[src/rtl/alu_pkg.sv]
// rtl/alu_pkg.sv - shared ALU opcodes, legal-code check and flag bit positions
package alu_pkg;

  localparam int DATA_W = 32;
  localparam int CTRL_W = 4;

  // Bit positions inside the {Z,N,V} flags vector
  localparam int FLAG_Z = 2;
  localparam int FLAG_N = 1;
  localparam int FLAG_V = 0;

  typedef enum logic [CTRL_W-1:0] {
    OP_ADD  = 4'b0000,
    OP_SUB  = 4'b0001,
    OP_AND  = 4'b0010,
    OP_OR   = 4'b0011,
    OP_XOR  = 4'b0101,
    OP_SLL  = 4'b0110,
    OP_SRL  = 4'b0111,
    OP_SRA  = 4'b1000,
    OP_SLT  = 4'b1001,
    OP_SLTU = 4'b1010
  } alu_op_e;

  function automatic logic is_legal_op(input logic [CTRL_W-1:0] code);
    case (code)
      OP_ADD, OP_SUB, OP_AND, OP_OR, OP_XOR,
      OP_SLL, OP_SRL, OP_SRA, OP_SLT, OP_SLTU: is_legal_op = 1'b1;
      default:                                 is_legal_op = 1'b0;
    endcase
  endfunction

endpackage

[src/rtl/rr_arb2.sv]
// rtl/rr_arb2.sv - two-way grant selection, round-robin or fixed priority to port 0
module rr_arb2 (
  input  logic [1:0] elig,
  input  logic       rr_en,
  input  logic       last,
  output logic [1:0] grant
);

  always_comb begin
    grant = 2'b00;
    case (elig)
      2'b01:   grant = 2'b01;
      2'b10:   grant = 2'b10;
      // Tie: round-robin favours the port that did not win last time
      2'b11:   grant = (rr_en && !last) ? 2'b10 : 2'b01;
      default: grant = 2'b00;
    endcase
  end

endmodule

[src/rtl/alu_arbiter.sv]
// rtl/alu_arbiter.sv - two-port front end sharing one combinational ALU
module alu_arbiter
  import alu_pkg::*;
#(
  parameter bit RR_EN = 1'b1
) (
  input  logic              clk,
  input  logic              reset_n,
  input  logic              req0_valid,
  output logic              req0_ready,
  input  logic [CTRL_W-1:0] req0_ctrl,
  input  logic [DATA_W-1:0] req0_a,
  input  logic [DATA_W-1:0] req0_b,
  output logic              rsp0_valid,
  input  logic              rsp0_ready,
  output logic [DATA_W-1:0] rsp0_q,
  output logic [2:0]        rsp0_flags,
  output logic              rsp0_err,
  input  logic              req1_valid,
  output logic              req1_ready,
  input  logic [CTRL_W-1:0] req1_ctrl,
  input  logic [DATA_W-1:0] req1_a,
  input  logic [DATA_W-1:0] req1_b,
  output logic              rsp1_valid,
  input  logic              rsp1_ready,
  output logic [DATA_W-1:0] rsp1_q,
  output logic [2:0]        rsp1_flags,
  output logic              rsp1_err,
  output logic [DATA_W-1:0] alu_a,
  output logic [DATA_W-1:0] alu_b,
  output logic [CTRL_W-1:0] alu_ctrl,
  input  logic [DATA_W-1:0] alu_q,
  input  logic              alu_z,
  input  logic              alu_n,
  input  logic              alu_v
);

  logic              iss_valid_q, iss_valid_d;
  logic              iss_port_q, iss_port_d;
  logic              iss_err_q, iss_err_d;
  logic [CTRL_W-1:0] iss_ctrl_q, iss_ctrl_d;
  logic [DATA_W-1:0] iss_a_q, iss_a_d;
  logic [DATA_W-1:0] iss_b_q, iss_b_d;
  logic              last_q, last_d;

  logic [1:0]        rsp_valid_q, rsp_valid_d;
  logic [DATA_W-1:0] rsp_data_q [2];
  logic [DATA_W-1:0] rsp_data_d [2];
  logic [2:0]        rsp_flags_q [2];
  logic [2:0]        rsp_flags_d [2];
  logic [1:0]        rsp_err_q, rsp_err_d;

  logic [1:0] req_valid, rsp_ready, outstanding, elig, grant, req_ready;
  logic       acc, acc_port;

  assign req_valid = {req1_valid, req0_valid};
  assign rsp_ready = {rsp1_ready, rsp0_ready};

  rr_arb2 u_arb (
    .elig  (elig),
    .rr_en (RR_EN),
    .last  (last_q),
    .grant (grant)
  );

  always_comb begin
    // A port stays busy until its result has been handed over
    outstanding[0] = (iss_valid_q && !iss_port_q) || (rsp_valid_q[0] && !rsp_ready[0]);
    outstanding[1] = (iss_valid_q &&  iss_port_q) || (rsp_valid_q[1] && !rsp_ready[1]);
    elig      = req_valid & ~outstanding;
    req_ready = reset_n ? (grant & ~outstanding) : 2'b00;
    acc       = |req_ready;
    acc_port  = req_ready[1];

    iss_valid_d = acc;
    iss_port_d  = acc_port;
    iss_ctrl_d  = acc_port ? req1_ctrl : req0_ctrl;
    iss_a_d     = acc_port ? req1_a : req0_a;
    iss_b_d     = acc_port ? req1_b : req0_b;
    iss_err_d   = !is_legal_op(iss_ctrl_d);
    last_d      = acc ? acc_port : last_q;

    for (int n = 0; n < 2; n++) begin
      rsp_valid_d[n] = rsp_valid_q[n] && !rsp_ready[n];
      rsp_data_d[n]  = rsp_data_q[n];
      rsp_flags_d[n] = rsp_flags_q[n];
      rsp_err_d[n]   = rsp_err_q[n];
      if (iss_valid_q && (int'(iss_port_q) == n)) begin
        rsp_valid_d[n]         = 1'b1;
        rsp_err_d[n]           = iss_err_q;
        rsp_data_d[n]          = iss_err_q ? '0 : alu_q;
        rsp_flags_d[n]         = 3'b000;
        rsp_flags_d[n][FLAG_Z] = alu_z && !iss_err_q;
        rsp_flags_d[n][FLAG_N] = alu_n && !iss_err_q;
        rsp_flags_d[n][FLAG_V] = alu_v && !iss_err_q;
      end
    end
  end

  always_ff @(posedge clk or negedge reset_n) begin
    if (!reset_n) begin
      iss_valid_q <= 1'b0;
      iss_port_q  <= 1'b0;
      iss_err_q   <= 1'b0;
      iss_ctrl_q  <= '0;
      iss_a_q     <= '0;
      iss_b_q     <= '0;
      last_q      <= 1'b1;
      rsp_valid_q <= 2'b00;
      rsp_data_q  <= '{default: '0};
      rsp_flags_q <= '{default: '0};
      rsp_err_q   <= 2'b00;
    end else begin
      iss_valid_q <= iss_valid_d;
      iss_port_q  <= iss_port_d;
      iss_err_q   <= iss_err_d;
      iss_ctrl_q  <= iss_ctrl_d;
      iss_a_q     <= iss_a_d;
      iss_b_q     <= iss_b_d;
      last_q      <= last_d;
      rsp_valid_q <= rsp_valid_d;
      rsp_data_q  <= rsp_data_d;
      rsp_flags_q <= rsp_flags_d;
      rsp_err_q   <= rsp_err_d;
    end
  end

  // An idle or illegal issue slot presents code 0000 to the shared ALU
  assign alu_a    = iss_valid_q ? iss_a_q : '0;
  assign alu_b    = iss_valid_q ? iss_b_q : '0;
  assign alu_ctrl = (iss_valid_q && !iss_err_q) ? iss_ctrl_q : '0;

  assign req0_ready = req_ready[0];
  assign req1_ready = req_ready[1];
  assign rsp0_valid = rsp_valid_q[0];
  assign rsp1_valid = rsp_valid_q[1];
  assign rsp0_q     = rsp_data_q[0];
  assign rsp1_q     = rsp_data_q[1];
  assign rsp0_flags = rsp_flags_q[0];
  assign rsp1_flags = rsp_flags_q[1];
  assign rsp0_err   = rsp_err_q[0];
  assign rsp1_err   = rsp_err_q[1];

endmodule
[config.mk]
export PLATFORM = sky130hd
export DESIGN_NAME = alu_arbiter
export DESIGN_NICKNAME = d
export VERILOG_FILES = /design/src/rtl/alu_pkg.sv /design/src/rtl/rr_arb2.sv /design/src/rtl/alu_arbiter.sv
export SDC_FILE = /design/constraint.sdc
export NUM_CORES = 1
export LEC_CHECK = 0
export CORE_AREA = 2 2 162 164
export DETAILED_ROUTE_END_ITERATION = 7
export DIE_AREA = 0 0 164 166
export PLACE_DENSITY = 0.65
export SYNTH_ARGS = -nofsm -noshare
export SYNTH_HDL_FRONTEND = slang
export SYNTH_HIERARCHICAL = 1
export SYNTH_SLANG_ARGS = --single-unit
[constraint.sdc]
create_clock -name clk -period 2 [get_ports clk]
set_input_delay 0.5 -clock clk [delete_from_list [all_inputs] [get_ports clk]]
set_output_delay 0.5 -clock clk [all_outputs]
set_load 0.01 [all_outputs]
* After elaboration in Yosys (flattened, before gate mapping) *
Memories as Yosys holds them, arrays and structs flattened.
Cells that the tools add are included.

operators by class
  equality and inequality tests = 3
  multiplexer cells = 12
  bitwise logic cells = 4
  reductions and logical operators = 17

operators with widths
  cell                number
  $mux 32             5
  $logic_and 1x1->1   9
  $mux 4              2
  $pmux 2 s3          1
  $logic_not 1->1     5
  $and 2x2->2         2
  $eq 2x2->1 const B  2
  $mux 2              2
  $eq 2x1->1 const B  1
  $logic_or 1x1->1    2
  $mux 1              2
  $not 2->2           1
  $reduce_or 2->1     1
  $not 1->1           1

word-level totals
  register bits = 146
  ROM bits = 16
  output and inout port bits = 144
  logic and storage cells = 51
  memories kept = 1

memory list
  name             words  width  read ports  clocked after Yosys merged registers in  write ports  RTL line       source
  (no name shown)  16     1      1           0                                        0            alu_pkg.sv:26  case (code)

* Depth between registers and ports, before layout *
An unclocked memory read counts as a cell.

  depth after elaboration = 12
  mapped depth = 9
  mapped depth without buffers = 7

* Cells and area by module *
Netlist, hierarchy kept.

modules (own cells, without submodules)
  module       times used  cells an instance  area an instance (sq um)  sequential area each (sq um)
  alu_arbiter  1           517                6277.3                    3654.8
  rr_arb2      1           4                  30.0                      0.0

* Worst setup path before layout *
Ideal clock, no wire load.

  kind = register to output
  start = register iss_port_q
  end = output port req1_ready
  data arrival time = 1.432 ns
  data required time = 1.500 ns
  setup slack = 0.068 ns
  stages on the path, launching flop included = 9
  buffers on the path = 3
  path through = dfrtp_1 -> nand2b_1 -> buf_2 -> o21ai_0 -> nor2_1 -> a21oi_1 -> o2111a_1 -> buf_6 -> buf_6

between the ends
  word-level cells in the longest chain between the ends = 9
  elaborated cells on any way between the ends = 13
  classes of those cells = 3 x eq/ne; 2 x mux; 3 x bitwise; 5 x reduce/logical

ends and longest elaborated chain
  element                                   RTL line            source
  from (decl)                               alu_arbiter.sv:39   logic iss_port_q, iss_port_d;
  from (signal assigned)                    alu_arbiter.sv:115  iss_port_q <= iss_port_d;
  $logic_not 1->1 *                         alu_arbiter.sv:68   outstanding[0] = (iss_valid_q && !iss_port_q) || (rsp_valid_q[0] && !rsp_ready[0]);
  $logic_and 1x1->1 *                       alu_arbiter.sv:68
  $logic_or 1x1->1 *                        alu_arbiter.sv:68
  named net outstanding[0]                  alu_arbiter.sv:53   logic [1:0] req_valid, rsp_ready, outstanding, elig, grant, req_ready;
  $not 2->2 *                               alu_arbiter.sv:70   elig = req_valid & ~outstanding;
  $and 2x2->2 *                             alu_arbiter.sv:70
  named net elig[0]                         alu_arbiter.sv:53
  $eq 2x2->1 or $eq 2x1->1 (tied branches)  rr_arb2.sv:11       case (elig)
  $pmux 2 s3 *                              rr_arb2.sv:11
  named net grant[1]                        alu_arbiter.sv:53
  $and 2x2->2 *                             alu_arbiter.sv:71   req_ready = reset_n ? (grant & ~outstanding) : 2'b00;
  $mux 2 *                                  alu_arbiter.sv:71
  to (decl)                                 alu_arbiter.sv:20   output logic req1_ready,

The timed path passes the listed nets; every way through them passes the cells marked *.

* Worst setup path after layout *
  start = register iss_valid_q
  end = output port alu_a[22]

between the ends
  word-level cells in the longest chain between the ends = 1

ends and longest elaborated chain
  element                 RTL line            source
  from (decl)             alu_arbiter.sv:38   logic iss_valid_q, iss_valid_d;
  from (signal assigned)  alu_arbiter.sv:114  iss_valid_q <= iss_valid_d;
  $mux 32                 alu_arbiter.sv:129  assign alu_a = iss_valid_q ? iss_a_q : '0;
  to (decl)               alu_arbiter.sv:29   output logic [DATA_W-1:0] alu_a,

No other way between the ends.

==> summary.md <==
- **post-synth top area share** 57.5%
- **final number of max-transition violations** 0
- **GRT overflow** 0
- **portion of netlist area occupied by mux cells** 16.6%
- **area fraction in compound gates after synthesis** 6.74%
- **via count** 5083
- **kind of start point of the critical path** register
- **RSZ-0062 raised after global routing** true
- **ANT cells** 0
- **number of antenna violations at the first check in global routing** 1
- **cells along the critical path** buf_4 > buf_12 > buf_8 > buf_12 > and2_1 > buf_2
- **clock tree root driver cell** clkbuf_16
- **xor and xnor fraction of the mapped netlist area** 0%
- **Max Fanout on Critical Path** 11
- **clock latency at the later pin of the worst-skew pair** 420 ps
- **final routed wire length divided by cell count** 17.3 um
- **clock transition at the registers of the reported paths** 60 ps
- **initial detailed-routing violation count** 182
- **synthesized cell area** 6310 um^2
- **Synth area leaders** dfrtp_1 58%, mux2_4 16%, and2_1 6.7%
- **Die Span Y** 166 um
- **count of input and output buffers** 320
- **CP max-delay cell** dfrtp_2
- **number of failing setup endpoints in the final timing report** 104
- **setup slack after placement** -863 ps
- **clock tree from TritonCTS** built
- **Ports** 321
- **total die area** 27200 um^2
- **DIE WIDTH** 164 um
- **placer congestion estimate** 0.835
- **slowest stage delay, CP** 450 ps
- **share of synthesized registers carrying an async set or reset** 100%
- **final worst path period need** 2210 ps
- **syn_nets** 698
- **peak ir drop on the vdd network** 581 uV
- **final worst setup slack** -214 ps
- **count of final hold-check violations** 0
- **Detailed Place HPWL** 14.7 mm
- **routed vias/inst** 4.15
- **nets@finish** 1055
- **layout cells sized above 1** 30.0%
- **maximum operating frequency** 0.452 GHz
- **non-filler cells in the finished layout** 1225
- **cts hold-fix bufs** 0
- **routed wire length** 21.2 mm
- **placed cells** 1162
- **first-pass GRT wire length** 31.7 mm
- **count of mapped cells out of synthesis** 521
- **combinational family with the most area after synthesis** multiplexers
- **power per cell area** 1130 nW/um^2
- **cell repeated most along the worst path** buf_12
- **Synth Register Bits** 146
- **number of buffers created by CTS** 17
- **pin count of the biggest net entering global routing** 76
- **layout overhead on the synthesized area** 75.9%
- **number of violations of the max-capacitance limit** 0
- **number of flops mapped to enable cells by yosys** 0
- **drt drc** 0
- **post-synthesis adder-cell area fraction** 0%
- **run status** finished, violations left
- **initial core utilization** 24.6%
- **number of clock sinks** 146
- **crit share post-route** 111%
- **arrival time worst endpoint** 1710 ps
- **worst relative slew slack** 33.8%
- **cell type with the largest total area after synthesis** dfrtp_1
- **design area** 11100 um^2
- **CORE AREA** 25600 um^2
- **row count** 59
- **remaining antenna violation count** 0
- **dominant register cell in the synthesized netlist** dfrtp_1
- **final design utilization** 43.3%
- **data required time at the worst endpoint** 1500 ps
- **Simple-Gate Fraction of Synth Area** 15.3%
- **clock tree buffer depth** 2
- **Placed Instance Area** 9910 um^2
- **Min-Delay Path Class** input pin to register
- **most numerous cell types in the synthesized netlist** 145 x dfrtp_1, 71 x o21ai_0, 70 x nand2_1
- **category of cells accounting for the largest share of critical-path delay** buffers and inverters
- **via count of the first global-routing pass** 5326
- **cell with the most instances after synthesis** dfrtp_1
- **critical path class** register to output pin
- **worst-case clock skew** 13.9 ps
- **buffer and inverter count on the worst path** 5
- **sort of element at the end of the critical path** output pin
- **global-route total usage across every layer** 15.7%
- **drt pass-1 iters** 4
- **maximum level of the CTS H-tree** 4
- **fraction of the yosys area taken by sequential cells** 57.9%
- **violations in the final reports** setup timing
- **worst slew pin tran** 993 ps
- **warning count from the yosys run** 6
- **mean cell area of the mapped netlist** 12.1 um^2
- **unique cell type count in the Yosys netlist** 27
- **Leakage** 5.02 nW
==> placed cells by master, fill, tap and decap left out, types with 22 or more instances in the layout <==
cell,Yosys,layout
buf_4,0,22
buf_6,8,42
buf_2,1,34
mux2_4,66,68
clkdlybuf4s50_1,0,247
and2_1,68,36
o21ai_0,71,69
nand2_1,70,70
nand2b_1,37,36
and2_4,0,32
dfrtp_1,145,144
==> worst paths after layout <==
check | startpoint | cells after the start | to | slack (ps)
worst min-delay path | rsp0_ready | 2 | rsp_valid_q[0]$_DFF_PN0_ | 380
min in group asynchronous | reset_n | 3 | rsp1_q[3]$_DFFE_PN0P_ | 430
worst min register to register | rsp1_q[9]$_DFFE_PN0P_ | 2 | rsp1_q[9]$_DFFE_PN0P_ | 480
worst max-delay path | iss_valid_q$_DFF_PN0_ | 6 | alu_a[22] | -210
max in group asynchronous | reset_n | 3 | iss_valid_q$_DFF_PN0_ | 870
worst max register to register | iss_valid_q$_DFF_PN0_ | 11 | iss_b_q[4]$_DFF_PN0_ | -60
==> worst register-to-register path, delay by kind of cell (launching register included) <==
kind                   cells  cell delay, ps
AOI/OAI and AO/OA          3             420
DFF                        1             450
and+or+nand+nor            2             210
buffers and inverters      5             580
muxes                      1             290
==> metrics by stage <==
stage	total power [mW]	hold WS, ps	setup TNS [ps]
floorplan	5.98	204	0
global placement	8.59	460	-55040
detailed placement	8.68	469	-58410
CTS	12.6	453	-11830
global route	13.3	367	-17980
finish	12.5	379	-8430
==> power by group <==
group,switching (mW),internal (mW)
Combinational,1.93,2.89
Clock,1.29,2.09
Sequential,0.443,3.84
==> flip-flops by register name (all words and copies together) (netlist names) <==
register,cells
iss_a_q,32
iss_b_q,32
rsp0_q,32
rsp1_q,32
iss_ctrl_q,4
rsp0_flags,3
rsp1_flags,3
rsp_err_q,2
rsp_valid_q,2
iss_err_q,1
iss_port_q,1
iss_valid_q,1
last_q,1
==> cell type report <==
type	count	area, um^2
repair buffers	372	3800
multi-input cells	335	2580
flip-flops and latches	146	3660
fillers	2423	14500
well taps	335	419
clock inverters	13	184
inverters	6	22.5
clock buffers	18	429
==> cell families (layout without fill, tap and decap cells) <==
logic type      Yosys count  in the layout
compound gates           81             81
buf+inv                  40            409
flops                   146            146
mux                      71             71
other cells               1              1
simple gates            182            182
==> what timing repair did <==
action,4_1_cts,5_1_grt
gates cloned,8,2
setup endpoints to repair,139,139
pin swaps,9,2
buffers inserted,20,3
resized for setup,373,21
==> layer usage <==
metal	wire (um)	global-route usage (%)	part of all wire [%]	up-vias
li1	-	-	-	2431
met1	8320	18.1	39	2397
met2	10700	26.8	51	228
met3	1760	5.54	8.3	25
met4	385	5.42	1.8	2
met5	11	0	0.052	-
No activity file was read; power rests on OpenSTA's default activity.
